===== src/rtl/demultiplexeur_tdm_8bitx4.sv =====
// TDM receive demux: routes one beat per cycle into four channel registers, tracks frame lock.
// Outputs registered (1-cycle latency); no backpressure. Optional parity check: DEMUX_TDM_PARITY_EN.
module demultiplexeur_tdm_8bitx4 #(
    parameter int WIDTH = 8
) (
    input  logic             clk,
    input  logic             reset,
    input  logic [WIDTH-1:0] din,
    input  logic             din_valid,
    input  logic             frame_sync,
`ifdef DEMUX_TDM_PARITY_EN
    input  logic             din_parity,
    output logic             parity_err,
`endif
    output logic [WIDTH-1:0] ch0,
    output logic [WIDTH-1:0] ch1,
    output logic [WIDTH-1:0] ch2,
    output logic [WIDTH-1:0] ch3,
    output logic [3:0]       ch_valid,
    output logic             frame_done,
    output logic             locked,
    output logic             sync_err
);

    typedef enum logic {HUNT, LOCKED} state_t;

    state_t           state, state_nxt;
    logic [1:0]       slot, slot_nxt;
    logic             wr_req;
    logic [1:0]       wr_slot;
    logic             err_nxt;
    logic             beat_ok;
    logic             wr_en;
    logic [WIDTH-1:0] ch_q [4];

`ifdef DEMUX_TDM_PARITY_EN
    assign beat_ok = ~^{din, din_parity};
`else
    assign beat_ok = 1'b1;
`endif

    // A sync beat always restarts the frame at slot 0, whatever the current slot.
    always_comb begin
        state_nxt = state;
        slot_nxt  = slot;
        wr_req    = 1'b0;
        wr_slot   = 2'd0;
        err_nxt   = 1'b0;
        if (din_valid) begin
            case (state)
                HUNT: begin
                    if (frame_sync) begin
                        wr_req    = 1'b1;
                        slot_nxt  = 2'd1;
                        state_nxt = LOCKED;
                    end
                end
                LOCKED: begin
                    if (frame_sync) begin
                        wr_req   = 1'b1;
                        slot_nxt = 2'd1;
                        err_nxt  = (slot != 2'd0);
                    end else if (slot == 2'd0) begin
                        err_nxt   = 1'b1;
                        slot_nxt  = 2'd0;
                        state_nxt = HUNT;
                    end else begin
                        wr_req   = 1'b1;
                        wr_slot  = slot;
                        slot_nxt = slot + 2'd1;
                    end
                end
                default: state_nxt = HUNT;
            endcase
        end
    end

    assign wr_en = wr_req & beat_ok;

    always_ff @(posedge clk) begin
        if (reset) begin
            state      <= HUNT;
            slot       <= 2'd0;
            ch_valid   <= 4'd0;
            frame_done <= 1'b0;
            sync_err   <= 1'b0;
            for (int i = 0; i < 4; i++) ch_q[i] <= '0;
        end else begin
            state      <= state_nxt;
            slot       <= slot_nxt;
            ch_valid   <= wr_en ? (4'b0001 << wr_slot) : 4'd0;
            frame_done <= wr_en && (wr_slot == 2'd3);
            sync_err   <= err_nxt;
            if (wr_en) ch_q[wr_slot] <= din;
        end
    end

`ifdef DEMUX_TDM_PARITY_EN
    // Bad-parity beats still advance slot/FSM so alignment survives a corrupted word.
    always_ff @(posedge clk) begin
        if (reset) parity_err <= 1'b0;
        else       parity_err <= wr_req & ~beat_ok;
    end
`endif

    assign locked = (state == LOCKED);
    assign ch0    = ch_q[0];
    assign ch1    = ch_q[1];
    assign ch2    = ch_q[2];
    assign ch3    = ch_q[3];

endmodule


===== config.mk =====
export PLATFORM = sky130hd
export DESIGN_NAME = demultiplexeur_tdm_8bitx4
export DESIGN_NICKNAME = d
export VERILOG_FILES = /design/src/rtl/demultiplexeur_tdm_8bitx4.sv
export SDC_FILE = /design/constraint.sdc
export NUM_CORES = 1
export LEC_CHECK = 0
export CAP_MARGIN = 20
export CORE_MARGIN = 2
export CORE_UTILIZATION = 48
export DETAILED_ROUTE_END_ITERATION = 16
export GPL_ROUTABILITY_DRIVEN = 0
export PLACE_DENSITY = 0.95
export SKIP_LAST_GASP = 1
export SLEW_MARGIN = 20
export SYNTH_ARGS = -nofsm -noshare
export SYNTH_HDL_FRONTEND = slang
export SYNTH_SLANG_ARGS = --single-unit

===== constraint.sdc =====
create_clock -name clk -period 3.4 [get_ports clk]
set_input_delay 1.02 -clock clk [delete_from_list [all_inputs] [get_ports clk]]
set_output_delay 1.02 -clock clk [all_outputs]
set_load 0.03 [all_outputs]

; ---- Yosys cells after proc, flatten, opt, wreduce, memory -nomap -nowiden
; Memory sizes are Yosys's and may differ from the RTL's.
; Index checks and enable logic that the tools add are counted.
[word_totals]
mem_count = 1
input_bits = 12
word_cells = 43
regBits = 9
out_inout_bits = 39
mem_bits_rw = 32
[classes]
shift = 1
mux = 23
bitwise_logic = 3
addsub = 1
reduce_logical = 7
eq_ne = 2
[mem_list]
columns = memory, depth, width, rd, rd_clocked_by_memory_dff, wr, line_no
row1 = ch_q, 4, 8, 4, 0, 4, 34  ; logic [WIDTH-1:0] ch_q [4];
[ops]
columns = op, n
row1 = $mux W2, 8
row2 = $mux W1, 12
row3 = $mux W8, 1
row4 = $reduce_or A8 Y1, 1
row5 = $pmux W2 S2, 1
row6 = $shl A1 B2 Y4 const A, 1
row7 = $not A1 Y1, 3
row8 = $reduce_or A3 Y1, 1
row9 = $add A2 B1 Y2 const B, 1
row10 = $eq A2 B2 Y1 const B, 1
row11 = $logic_not A2 Y1, 1
row12 = $ne A2 B2 Y1 const B, 1
row13 = $pmux W1 S2, 1
row14 = $reduce_and A2 Y1, 1
row15 = $reduce_bool A2 Y1, 1
row16 = $reduce_or A2 Y1, 1
row17 = $logic_and A1 B1 Y1, 1

; ---- Depth between registers and ports, before layout
[depth]
ltp_word = 10
ltp_mapped = 6
depth_no_buf = 6

; ---- Worst setup path before layout
; No wires, ideal clock.
[synth_timing]
kind = in2reg
startpoint = in frame_sync
endpoint = mem ch_q[1][0] (enable)
setup_time_ns = 0.375
stages = 5
slack_ns = 0.785
path_buffers = 0
arrival_time_ns = 2.240
required_ns = 3.025
cell_sequence = inv_1 > ha_1 > a21oi_2 > nand2_1 > o21bai_1
[synth_lines]
columns = item, line_no
row1 = "start, declared", 10  ; input logic frame_sync,
row2 = "end, declared", 34

==> impl_metrics.json <==
{
  "switching_share_pct": 23.72,
  "worst-slew-pin-transition_ns": 0.4359,
  "hold_viol_final": 0,
  "pwr-share-comb_pct": 13.8,
  "outcome": "completed",
  "area_growth_pct": 41.69,
  "clock_sinks": 41,
  "drv_cap": 0,
  "nNetsFinal": 190,
  "synth_edf_count": 32,
  "vias_per_cell": 5.037,
  "netlist_instances": 116,
  "ant_nets": 0,
  "die_h_um": 60.97,
  "cts.clk_slew.worst_paths_ns": 0.11,
  "fin_total_pwr_mw": 1.007,
  "crit_buf_inv": 2,
  "p_switching_mw": 0.2388,
  "port_buffers": 50,
  "period_minus_slack_ns": 2.673,
  "routedWlPerCell_um": 15.45,
  "synth_commonest_cells": "edfxtp_1 (32), nor2_1 (29), inv_1 (12)",
  "first_pass_iters": 5,
  "grt_max_degree": 13,
  "fillers": 213,
  "netlist_top_cells_area": "edfxtp_1 (62%), dfxtp_1 (12%), nor2_1 (7.0%)",
  "antenna_cells": 0,
  "core_mm2": 0.003078,
  "worstPathRequired_ns": 3.41,
  "ys.flop_type": "edfxtp_1",
  "hp-class": "reg2reg",
  "die_x_um": 60.97,
  "yosysTopAreaCellShare_pct": 61.69,
  "grt_usage_pct": 20.58,
  "cts_tree": "built",
  "grt-ovfl-total": 0,
  "clk_latency_ns": 0.35,
  "dieArea_mm2": 0.003717,
  "drt_iter0_markers": 34,
  "postCtsHoldBufs": 0,
  "tns_ns": 0,
  "drt-total-wl_um": 3384,
  "ys_seq_area_share_pct": 73.25,
  "yosys_warnings": 0,
  "yosysMostFrequentCell": "edfxtp_1",
  "max_slew_margin_pct": 70.92,
  "post_cts_buffers": 0,
  "vias": 1103,
  "critPathLaunchType": "primary input",
  "pwr-share-seq_pct": 56.6,
  "ys_types": 23,
  "cts-root-buf": "clkbuf_4",
  "slowest_delay_ns": 0.56,
  "cp_cell_sequence": "clkdlybuf4s50_1 > inv_1 > ha_1 > a21oi_2 > nand2_1 > o21bai_2",
  "cts.htree.levels": 2,
  "start_util_pct": 50.61,
  "finalSetupViolations": 0,
  "finalMaxSlewViolations": 0,
  "internal-power_mw": 0.7678,
  "cts.path.max_buffers": 2,
  "pin_count": 51,
  "cpMaxStageDelayCell": "clkdlybuf4s50_1",
  "crit_family": "buffers and inverters",
  "fmax_mhz": 374.0,
  "synth.net_count": 131,
  "synth.cell_area_mm2": 0.001558,
  "worstSetupPathType": "in2reg",
  "dpl-instance-area_mm2": 0.002135,
  "async_flop_share_pct": 0,
  "avgSynthCellArea_um2": 13.43,
  "fin_area_mm2": 0.002207,
  "vdd_drop_max_uv": 266.7,
  "p_leak_nw": 0.8420,
  "cts_buffers": 5,
  "rsz0062_at_grt": "false",
  "endpoint_kind": "flip-flop",
  "grt_pass1_wl_um": 5209,
  "critPathMaxFanout": 8,
  "crit_arrival_ns": 2.68,
  "drive_above_1_share_pct": 10.29,
  "placementRows": 20,
  "drc": 0,
  "grt_pass1_vias": 1058,
  "place_hpwl_um": 2540,
  "grt_antenna_before_repair": 0,
  "synth-seq-cells": 41,
  "power.share.clock_pct": 29.6,
  "power_density_mw_per_mm2": 456.1,
  "fin_worst_skew_ns": 0.009416,
  "fin_crit_sh_pct": 78.63,
  "synth_top_area_cell": "edfxtp_1",
  "cts_resized": 0
}
-- worst register-to-register path, cell delays in order, from the launching register on --
cell      delay, ns
dfxtp_1        0.42
inv_1          0.15
ha_1           0.25
ha_1           0.25
a21oi_2        0.18
nand2_1        0.18
o21bai_2       0.43
-- routing by layer --
layer	global-route usage, %	part of all wire [%]	vias to the layer above
li1	-	-	518
met1	24.40	40	524
met2	35.79	51	56
met3	3.838	7.0	5
met4	10.25	1.6	0
met5	0	0	-
-- kinds of logic after synthesis --
group                      after synthesis  share of synthesized area (%)
adders and majority gates                3                          2.410
DFF                                     41                          73.25
and+or+nand+nor                         48                          14.94
AOI/OAI and AO/OA                       10                          5.944
buffers and inverters                   14                          3.453
-- power groups by stage --
stage	combinational, mW	clock [mW]	sequential (mW)
6_report	0.139	0.298	0.569
5_1_grt	0.148	0.318	0.572
4_1_cts	0.140	0.302	0.569
3_5_place_dp	0.139	0	0.581
3_3_place_gp	0.134	0	0.580
2_1_floorplan	0.0306	0	0.622
-- path summary, 6_finish.rpt --
| path | startpoint | cells past startpoint | slack [ns] | end |
|---|---|---|---|---|
| worst max-delay path | frame_sync | 6 | 0.73 | ch_q[0][0] |
| worst min register to register | slot[1] | 2 | 0.59 | ch_valid[3] |
| worst min-delay path | slot[1] | 2 | 0.59 | ch_valid[3] |
| worst max register to register | slot[0] | 6 | 1.21 | ch_q[0][0] |
-- sequential cells by signal (all words and copies together) (netlist names) --
register and cells:
ch_q 32, ch_valid 4, frame_done 1, locked 1, slot 2, sync_err 1
-- layout by cell type, fill, tap and decap left out, drive strengths merged, types with 2 or more instances in the layout --
master,instances
edfxtp,32
o32ai,2
o21bai,3
clkdlybuf4s50,50
dfxtp,9
nand3,10
clkbuf,5
buf,4
nor2,29
nand2,3
inv,12
ha,3
nor4b,2
-- metrics by stage --
stage               utilization [%]  hold slack, ns  worst slack [ns]  std cells
floorplan                         -          0.5091            0.7850        116
global placement              69.35          0.5438            0.5084        212
detailed placement            69.35          0.5591            0.3386        212
CTS                           71.71          0.5794            0.7088        219
global route                  71.71          0.6135            0.5959        219
finish                        71.71          0.5927            0.7265        219
-- final cells by class --
cell class | count | area (um2) | area share, %
Sequential cell | 41 | 1141 | 51.70
Timing Repair Buffer | 54 | 530.5 | 24.04
Multi-Input combinational cell | 61 | 362.8 | 16.44
Tap cell | 44 | 55.05 | 2.494
Inverter | 12 | 45.04 | 2.041
Clock buffer | 5 | 37.54 | 1.701
Clock inverter | 2 | 35.03 | 1.587
No activity file was read; power rests on OpenSTA's default activity.
